===== src/rtl/uart_pkg.sv =====
// Shared definitions for the Z80 SoC UART receive path.
// Holds the receiver state encodings and the 8N1 frame constants.
package uart_pkg;

    typedef enum logic [2:0] {
        RX_IDLE      = 3'd0,
        RX_START     = 3'd1,
        RX_DATA      = 3'd2,
        RX_STOP      = 3'd3,
        RX_WAIT_IDLE = 3'd4
    } rx_state_t;

    localparam int   UART_DATA_BITS  = 8;
    localparam int   UART_STOP_BITS  = 1;
    localparam logic UART_IDLE_LEVEL = 1'b1;

endpackage


===== src/rtl/rx_byte_fifo.sv =====
// Register-array synchronous byte FIFO with registered read data.
// Pointers carry one extra wrap bit so full and empty are distinguishable.
module rx_byte_fifo #(
    parameter int FIFO_AW = 5
) (
    input  logic       i_clk,
    input  logic       i_reset,
    input  logic       push,
    input  logic [7:0] push_data,
    input  logic       pop,
    output logic [7:0] pop_data,
    output logic       full,
    output logic       empty
);

    localparam int DEPTH = 2 ** FIFO_AW;

    logic [7:0]       r_mem [DEPTH];
    logic [FIFO_AW:0] r_wr_ptr;
    logic [FIFO_AW:0] r_rd_ptr;
    logic [7:0]       r_pop_data;
    logic             w_do_push;
    logic             w_do_pop;

    assign empty     = (r_wr_ptr == r_rd_ptr);
    assign full      = (r_wr_ptr[FIFO_AW] != r_rd_ptr[FIFO_AW]) &&
                       (r_wr_ptr[FIFO_AW-1:0] == r_rd_ptr[FIFO_AW-1:0]);
    assign w_do_pop  = pop && !empty;
    // A simultaneous pop frees the slot, so a push into a full FIFO is legal then.
    assign w_do_push = push && (!full || w_do_pop);
    assign pop_data  = r_pop_data;

    always_ff @(posedge i_clk) begin
        if (w_do_push) begin
            r_mem[r_wr_ptr[FIFO_AW-1:0]] <= push_data;
        end
    end

    always_ff @(posedge i_clk) begin
        if (i_reset) begin
            r_wr_ptr   <= '0;
            r_rd_ptr   <= '0;
            r_pop_data <= '0;
        end else begin
            if (w_do_push) begin
                r_wr_ptr <= r_wr_ptr + 1'b1;
            end
            if (w_do_pop) begin
                r_rd_ptr   <= r_rd_ptr + 1'b1;
                r_pop_data <= r_mem[r_rd_ptr[FIFO_AW-1:0]];
            end
        end
    end

endmodule


===== src/rtl/wb_uart_rx.sv =====
// 8N1 UART receiver with mid-bit sampling, a byte FIFO and a Wishbone pop port.
// The serial line is synchronised through two flops before any decision is made.
module wb_uart_rx
    import uart_pkg::*;
#(
    parameter int BAUD_DIV_RATE  = 2604,
    parameter int BAUD_DIV_WIDTH = 12,
    parameter int FIFO_AW        = 5
) (
    input  logic       i_clk,
    input  logic       i_reset,
    input  logic       i_wb_cyc,
    input  logic       i_wb_stb,
    output logic [7:0] o_wb_data,
    output logic       o_wb_ack,
    output logic       o_wb_stall,
    output logic       o_rx_empty,
    output logic       o_rx_full,
    output logic       o_frame_err,
    output logic       o_overrun,
    input  logic       uart_rx
);

    localparam logic [BAUD_DIV_WIDTH-1:0] TICK_VAL = BAUD_DIV_WIDTH'(BAUD_DIV_RATE - 1);
    localparam logic [BAUD_DIV_WIDTH-1:0] HALF_VAL = BAUD_DIV_WIDTH'((BAUD_DIV_RATE >> 1) - 1);
    localparam logic [2:0]                LAST_BIT = 3'(UART_DATA_BITS - 1);

    logic                      r_sync1;
    logic                      r_sync2;
    logic                      w_rx_s;
    rx_state_t                 r_state;
    rx_state_t                 w_state_next;
    logic [BAUD_DIV_WIDTH-1:0] r_baud;
    logic [BAUD_DIV_WIDTH-1:0] w_baud_next;
    logic [2:0]                r_bit_cnt;
    logic [2:0]                w_bit_cnt_next;
    logic [7:0]                r_shift;
    logic [7:0]                w_shift_next;
    logic                      w_tick;
    logic                      w_half;
    logic                      w_push_req;
    logic                      w_frame_err;
    logic                      w_pop;
    logic                      w_push;
    logic                      w_full;
    logic                      w_empty;
    logic [7:0]                w_pop_data;
    logic                      r_ack;
    logic                      r_frame_err;
    logic                      r_overrun;

    assign w_rx_s = r_sync2;
    assign w_tick = (r_baud == TICK_VAL);
    assign w_half = (r_baud == HALF_VAL);

    always_ff @(posedge i_clk) begin
        if (i_reset) begin
            r_sync1   <= UART_IDLE_LEVEL;
            r_sync2   <= UART_IDLE_LEVEL;
            r_state   <= RX_IDLE;
            r_baud    <= '0;
            r_bit_cnt <= '0;
            r_shift   <= '0;
        end else begin
            r_sync1   <= uart_rx;
            r_sync2   <= r_sync1;
            r_state   <= w_state_next;
            r_baud    <= w_baud_next;
            r_bit_cnt <= w_bit_cnt_next;
            r_shift   <= w_shift_next;
        end
    end

    always_comb begin
        w_state_next   = r_state;
        w_baud_next    = w_tick ? '0 : r_baud + 1'b1;
        w_bit_cnt_next = r_bit_cnt;
        w_shift_next   = r_shift;
        w_push_req     = 1'b0;
        w_frame_err    = 1'b0;
        case (r_state)
            RX_IDLE: begin
                if (!w_rx_s) begin
                    w_state_next = RX_START;
                    w_baud_next  = '0;
                end
            end
            RX_START: begin
                // A start bit that has gone high again by mid-bit is treated as noise.
                if (w_half) begin
                    if (w_rx_s) begin
                        w_state_next = RX_IDLE;
                    end else begin
                        w_state_next   = RX_DATA;
                        w_baud_next    = '0;
                        w_bit_cnt_next = '0;
                    end
                end
            end
            RX_DATA: begin
                if (w_tick) begin
                    w_shift_next   = {w_rx_s, r_shift[7:1]};
                    w_bit_cnt_next = r_bit_cnt + 1'b1;
                    if (r_bit_cnt == LAST_BIT) begin
                        w_state_next = RX_STOP;
                    end
                end
            end
            RX_STOP: begin
                if (w_tick) begin
                    if (w_rx_s) begin
                        w_push_req   = 1'b1;
                        w_state_next = RX_IDLE;
                    end else begin
                        w_frame_err  = 1'b1;
                        w_state_next = RX_WAIT_IDLE;
                    end
                end
            end
            RX_WAIT_IDLE: begin
                if (w_rx_s) begin
                    w_state_next = RX_IDLE;
                end
            end
            default: begin
                w_state_next = RX_IDLE;
            end
        endcase
    end

    assign w_pop  = i_wb_cyc && i_wb_stb && !w_empty;
    assign w_push = w_push_req && (!w_full || w_pop);

    always_ff @(posedge i_clk) begin
        if (i_reset) begin
            r_ack       <= 1'b0;
            r_frame_err <= 1'b0;
            r_overrun   <= 1'b0;
        end else begin
            r_ack       <= w_pop;
            r_frame_err <= w_frame_err;
            r_overrun   <= w_push_req && w_full && !w_pop;
        end
    end

    rx_byte_fifo #(
        .FIFO_AW (FIFO_AW)
    ) u_fifo (
        .i_clk     (i_clk),
        .i_reset   (i_reset),
        .push      (w_push),
        .push_data (r_shift),
        .pop       (w_pop),
        .pop_data  (w_pop_data),
        .full      (w_full),
        .empty     (w_empty)
    );

    assign o_wb_data   = w_pop_data;
    assign o_wb_ack    = r_ack;
    assign o_wb_stall  = w_empty;
    assign o_rx_empty  = w_empty;
    assign o_rx_full   = w_full;
    assign o_frame_err = r_frame_err;
    assign o_overrun   = r_overrun;

endmodule


===== config.mk =====
export PLATFORM = sky130hd
export DESIGN_NAME = wb_uart_rx
export DESIGN_NICKNAME = d
export VERILOG_FILES = /design/src/rtl/uart_pkg.sv /design/src/rtl/rx_byte_fifo.sv /design/src/rtl/wb_uart_rx.sv
export SDC_FILE = /design/constraint.sdc
export NUM_CORES = 1
export LEC_CHECK = 0
export ABC_AREA = 1
export ABC_CLOCK_PERIOD_IN_PS = 2000
export CORE_ASPECT_RATIO = 1.4
export CORE_MARGIN = 4
export CORE_UTILIZATION = 55
export CTS_BUF_LIST = sky130_fd_sc_hd__clkbuf_8
export DETAILED_ROUTE_END_ITERATION = 6
export PLACE_DENSITY = 0.83
export SLEW_MARGIN = 20
export SYNTH_ARGS = -nofsm -noshare
export SYNTH_HDL_FRONTEND = slang
export SYNTH_SLANG_ARGS = --single-unit

===== constraint.sdc =====
create_clock -name i_clk -period 2 [get_ports i_clk]
set_clock_uncertainty 0.05 [all_clocks]
set_input_delay 0.4 -clock i_clk [delete_from_list [all_inputs] [get_ports i_clk]]
set_output_delay 0.4 -clock i_clk [all_outputs]
set_load 0.005 [all_outputs]

-- After elaboration in Yosys (flattened, before gate mapping)
Memories as Yosys holds them, arrays and structs flattened. A register that Yosys moved wholly into a read port is not among the register bits.
Cells that the tools add are included.
- register bits after elaboration: 43
- bits in writable memories: 256
- input bits: 5
- output and inout port bits: 14
- memories: 1
- memory list (name ; words ; width ; read ports ; clocked after Yosys merged registers in ; wr ports ; line ; RTL):
    u_fifo.r_mem ; 32 ; 8 ; 1 ; 1 ; 1 ; rx_byte_fifo.sv:18 ; logic [7:0] r_mem [DEPTH];
- $add $sub $neg: 4
- equal/unequal tests: 17
- mux-type cells: 23
- bitwise operators: 2
- reduce and logical (&&, ||, !) cells: 19
- operators by type and width (cell ; number):
    $mux W12 ; 3
    $mux W3 ; 10
    $pmux W12 S2 ; 1
    $pmux W3 S5 ; 1
    $ne A2 B2 Y1 const B ; 7
    $add A12 B1 Y12 const B ; 1
    $add A6 B1 Y6 const B ; 2
    $eq A12 B11 Y1 const B ; 1
    $eq A12 B12 Y1 const B ; 1
    $logic_and A1 B1 Y1 ; 8
    $eq A3 B2 Y1 const B ; 2
    $eq A3 B3 Y1 const B ; 2
    $eq A6 B6 Y1 ; 1
    $mux W1 ; 6
    $pmux W3 S2 ; 1
    $reduce_and A6 Y1 ; 1
    $eq A5 B5 Y1 ; 1
    $reduce_and A4 Y1 ; 1
    $add A3 B1 Y3 const B ; 1
    $eq A3 B1 Y1 const B ; 1
    $logic_not A1 Y1 ; 3
    $logic_not A3 Y1 ; 1
    $reduce_or A3 Y1 ; 1
    $logic_or A1 B1 Y1 ; 2
    5 further kinds ; 6

-- Logic depth before layout (Yosys ltp)
- depth in word-level cells: 8
- gate-level depth with buffers: 12

-- Hierarchy
A second synthesis with hierarchy kept.
- cells, all modules: 1371
- area, all modules: 13420.4 um^2
- modules (own cells, without submodules) (module ; times used ; cells an instance ; area each (um^2) ; sequential area each (um^2)):
    rx_byte_fifo ; 1 ; 1160 ; 11888.9 ; 8087.8
    wb_uart_rx ; 1 ; 211 ; 1531.5 ; 620.6

-- Worst setup path before layout
OpenSTA, ideal clock, no wires.
- path type: flip-flop to flip-flop
- start point: reg r_baud[0]
- end point: mem u_fifo.r_mem[23][0], enable pin
- library setup time: 0.370 ns
- arrival time: 1.711 ns
- data required time: 1.580 ns
- slack: -0.131 ns
- stages on the path, launching flop included: 10
- buffers on the path: 0
- clock period less this slack: 2.131 ns
- cells stage by stage: dfxtp_1 -> ha_1 -> nand2_1 -> nor2_1 -> nand3b_2 -> nor3_4 -> nand2_4 -> nor2_4 -> nand2_1 -> nor2_1
- word-level cells in the longest chain between the ends: 7
- RTL lines (item ; line ; RTL):
    from (decl) ; wb_uart_rx.sv:33 ; logic [BAUD_DIV_WIDTH-1:0] r_baud;
    from (signal assigned) ; wb_uart_rx.sv:68 ; r_baud <= w_baud_next;
    $eq A12 B12 Y1 ; wb_uart_rx.sv:53 ; assign w_tick = (r_baud == TICK_VAL);
    $mux W1 ; wb_uart_rx.sv:110 ; if (w_tick) begin
    $mux W1 ; wb_uart_rx.sv:81 ; case (r_state)
    $logic_and A1 B1 Y1 ; wb_uart_rx.sv:132 ; assign w_push = w_push_req && (!w_full || w_pop);
    $logic_and A1 B1 Y1 ; rx_byte_fifo.sv:30 ; assign w_do_push = push && (!full || w_do_pop);
    $mux W1 ; rx_byte_fifo.sv:34 ; if (w_do_push) begin
    $mux W1 (implied by the code) ; rx_byte_fifo.sv:35 ; r_mem[r_wr_ptr[FIFO_AW-1:0]] <= push_data;
    to (decl) ; rx_byte_fifo.sv:18 ;
No other way between the ends.

-- Worst setup path in the final report
- start point: reg u_fifo.r_wr_ptr[2]
- end point: out o_rx_full
- word-level cells in the longest chain between the ends: 2
- RTL lines (item ; line ; RTL):
    from (decl) ; rx_byte_fifo.sv:19 ; logic [FIFO_AW:0] r_wr_ptr;
    from (signal assigned) ; rx_byte_fifo.sv:46 ; r_wr_ptr <= r_wr_ptr + 1'b1;
    $eq A5 B5 Y1 ; rx_byte_fifo.sv:27 ; (r_wr_ptr[FIFO_AW-1:0] == r_rd_ptr[FIFO_AW-1:0]);
    $logic_and A1 B1 Y1 ; rx_byte_fifo.sv:26 ; assign full = (r_wr_ptr[FIFO_AW] != r_rd_ptr[FIFO_AW]) &&
    to (decl) ; wb_uart_rx.sv:18 ; output logic o_rx_full,
No other way between the ends.

==> summary.md <==
| Metric | Value |
|---|---|
| Largest area contributor in the netlist | edfxtp_1 |
| Final Critical Period | 2090 ps |
| Fraction of layout cells with a size suffix above 1 | 18.2% |
| Port Buf Inserts | 18 |
| Synthesis-stage register bit count | 307 |
| Crit path capture type | output port |
| CP Max Fanout | 4 |
| Worst VDD drop | 0.000487 V |
| Remaining antenna violation count | 0 |
| Inst Count DP | 1,726 |
| R2R cell count | 10 |
| Residual DRC | 0 |
| CP Launch Type | flip-flop |
| R2r setup slk | -30 ps |
| Gate Count Post-Synth | 1,359 |
| CTS tree | built |
| Post-place instance area | 14,600 um^2 |
| ANT cells | 0 |
| Most frequent cells in the layout | nand2_1, edfxtp_1, nand3_1 |
| Largest net degree at the start of global routing | 73 |
| Hpwl dp | 20,700 um |
| Library cells used by synthesis | 38 |
| IO Pins | 19 |
| Final #Nets | 1,487 |
| Max Cap Violations | 0 |
| Post-synth ARST share | 0% |
| Initial drt markers | 1,115 |
| DIE AREA | 27,000 um^2 |
| Total routed wirelength | 32,800 um |
| CP required | 1550 ps |
| Crit path launch | u_fifo.r_wr_ptr[2] |
| R2R Path End | u_fifo.r_mem[23][2] |
| CP Capture Point | o_rx_full |
| RePlAce Congestion | 1.02 |
| Critical path type | reg2out |
| CTS buffer count | 44 |
| Slew HR | 59.4% |
| Worst Max-Slew Pin Slew | 608 ps |
| Reg2reg start | r_baud[5] |
| Post-synth top flop | edfxtp_1 |
| Final WS setup | -89.0 ps |
| Die width | 140 um |
| First-pass GRT wire length | 50,300 um |
| P_leak | 6.39 nW |
| Avg Cell Area, Syn | 9.89 um^2 |
| Synth Net Count | 1,373 |
| Tot Pwr | 0.0115 W |
| Fin crit share | 104% |
| Area delta synth->final | 17.1% |
| Path type of the worst min-delay path | in2reg |
| Fmax | 0.479 GHz |
| Total GRT Usage | 23.9% |
| Total congestion overflow | 0 |
| Core Area | 24,000 um^2 |
| DRT Pass-1 Iters | 5 |
| Design area | 15,700 um^2 |
| Clk_lat worst skew | 540 ps |
| Synth area leaders | edfxtp_1, nand2_1, dfxtp_1 |
| RSZ-0062 raised after global routing | true |
| H-Tree Depth | 2 |
| Commonest non-fill, non-tap cell in the layout | nand2_1 |
| Fin. Hold Viols | 0 |
| Clk root buf | clkbuf_8 |
| Via/cell ratio | 5.51 |
| Vias | 10,000 |
| Status | complete, but fails checks |
| Sequential share of the synthesized area | 64.8% |
| PwrDens | 728 nW/um^2 |
| Post-synth EDFFs | 256 |
| Final slew viol count | 0 |
| Clock Pin Slew Worst Setup and Hold Paths | 60 ps |
| Yosys warnings | 0 |
| CP arrival | 1640 ps |
| Setup violations, final | 36 |
| # rows | 67 |
| Final cell count without fillers | 1,816 |
| Failing checks | setup timing |
| Die H | 193 um |
| CTS Sinks | 307 |
| Number of antenna violations at the first check in global routing | 0 |
| DR WL/cell | 18.1 um |
| Clock Tree Buf Depth | 3 |
| Effective utilization at floorplan | 56.1% |
| Vias in the first global route | 9,733 |
| Post-Syn Area | 13,400 um^2 |
| Synth top area share | 57.2% |
==> Yosys cell counts (7+ instances only) <==
master,number
inv_1,144
inv_2,8
xor2_1,10
dfxtp_1,51
nand2_1,412
buf_2,24
ha_1,9
nand3_2,8
edfxtp_1,256
a21oi_2,7
nor3_1,10
a21oi_1,45
buf_4,9
o21ai_0,23
clkbuf_1,19
nand3_1,171
nor2_1,111
==> per-stage QoR <==
step	util [%]	hold slack (ps)	setup TNS (ps)	setup slack [ps]
CTS	64.8	355	-234	-89.0
global placement	61.0	344	-2310	-37.5
finish	65.7	374	-524	-89.0
detailed placement	61.0	365	-7870	-85.5
global route	65.7	357	-5350	-173
floorplan	-	339	-26980	-131
==> how the worst min path moves through the flow <==
stage | start | endpoint | depth (start not counted)
6_report | uart_rx | r_sync1 | 2
4_1_cts | uart_rx | r_sync1 | 2
5_1_grt | uart_rx | r_sync1 | 2
3_5_place_dp | r_sync1 | r_sync2 | 1
2_1_floorplan | r_sync1 | r_sync2 | 1
3_3_place_gp | r_sync1 | r_sync2 | 1
==> kinds of logic (layout without fill, tap and decap cells) <==
family	after synthesis	in the layout	share of synthesized area (%)
simple gates	739	739	23.8
flops	307	307	64.8
buf+inv	214	361	6.64
compound gates	78	78	3.13
xor+xnor	12	12	0.782
fa+ha+maj	9	9	0.838
==> layout make-up <==
type | instances | area (um^2)
clock buffers | 48 | 661
clock inverters | 31 | 131
fillers | 1734 | 8230
inverters | 154 | 599
multi-input cells | 838 | 4040
flip-flops and latches | 307 | 8740
well taps | 310 | 388
repair buffers | 128 | 1180
==> sequential cells by signal, indices dropped and copies added, names as in the netlist <==
register,flops
o_overrun,1
r_sync2,1
o_wb_ack,1
o_frame_err,1
r_sync1,1
u_fifo.r_rd_ptr,6
r_state,3
u_fifo.r_mem,256
r_shift,8
u_fifo.pop_data,8
r_bit_cnt,3
u_fifo.r_wr_ptr,6
r_baud,12
==> layer usage <==
layer,vias up,global-route usage [%],wire length [um]
met5,-,0,0
met4,0,13.6,2090
met3,146,3.28,2570
met2,524,43.4,16900
met1,4643,26.9,11200
li1,4695,-,-
==> report_power, final <==
part / internal, W / leakage [nW] / switching, W
logic: 0.0000540 / 2.51 / 0.0000891
clock network: 0.00222 / 0.474 / 0.00226
registers: 0.00683 / 3.40 / 0.0000137
total: 0.00910 / 6.39 / 0.00236
==> critical path, cell delays in order, from the launching register on <==
cell     delay, ps
dfxtp_4        370
inv_2           40
nand2_2         50
nand2_2         60
nor2_4         140
nand2_2        100
nor3b_2        200
buf_2          140
==> repair_timing <==
| action | CTS | global route |
|---|---|---|
| setup buffers | 5 | 6 |
| gates resized for setup | 38 | 55 |
| hold buffers | 0 | 0 |
| setup endpoints to repair | 239 | 259 |
| pin swaps | 11 | 13 |
Note: power is estimated with default switching activity, not from simulation.
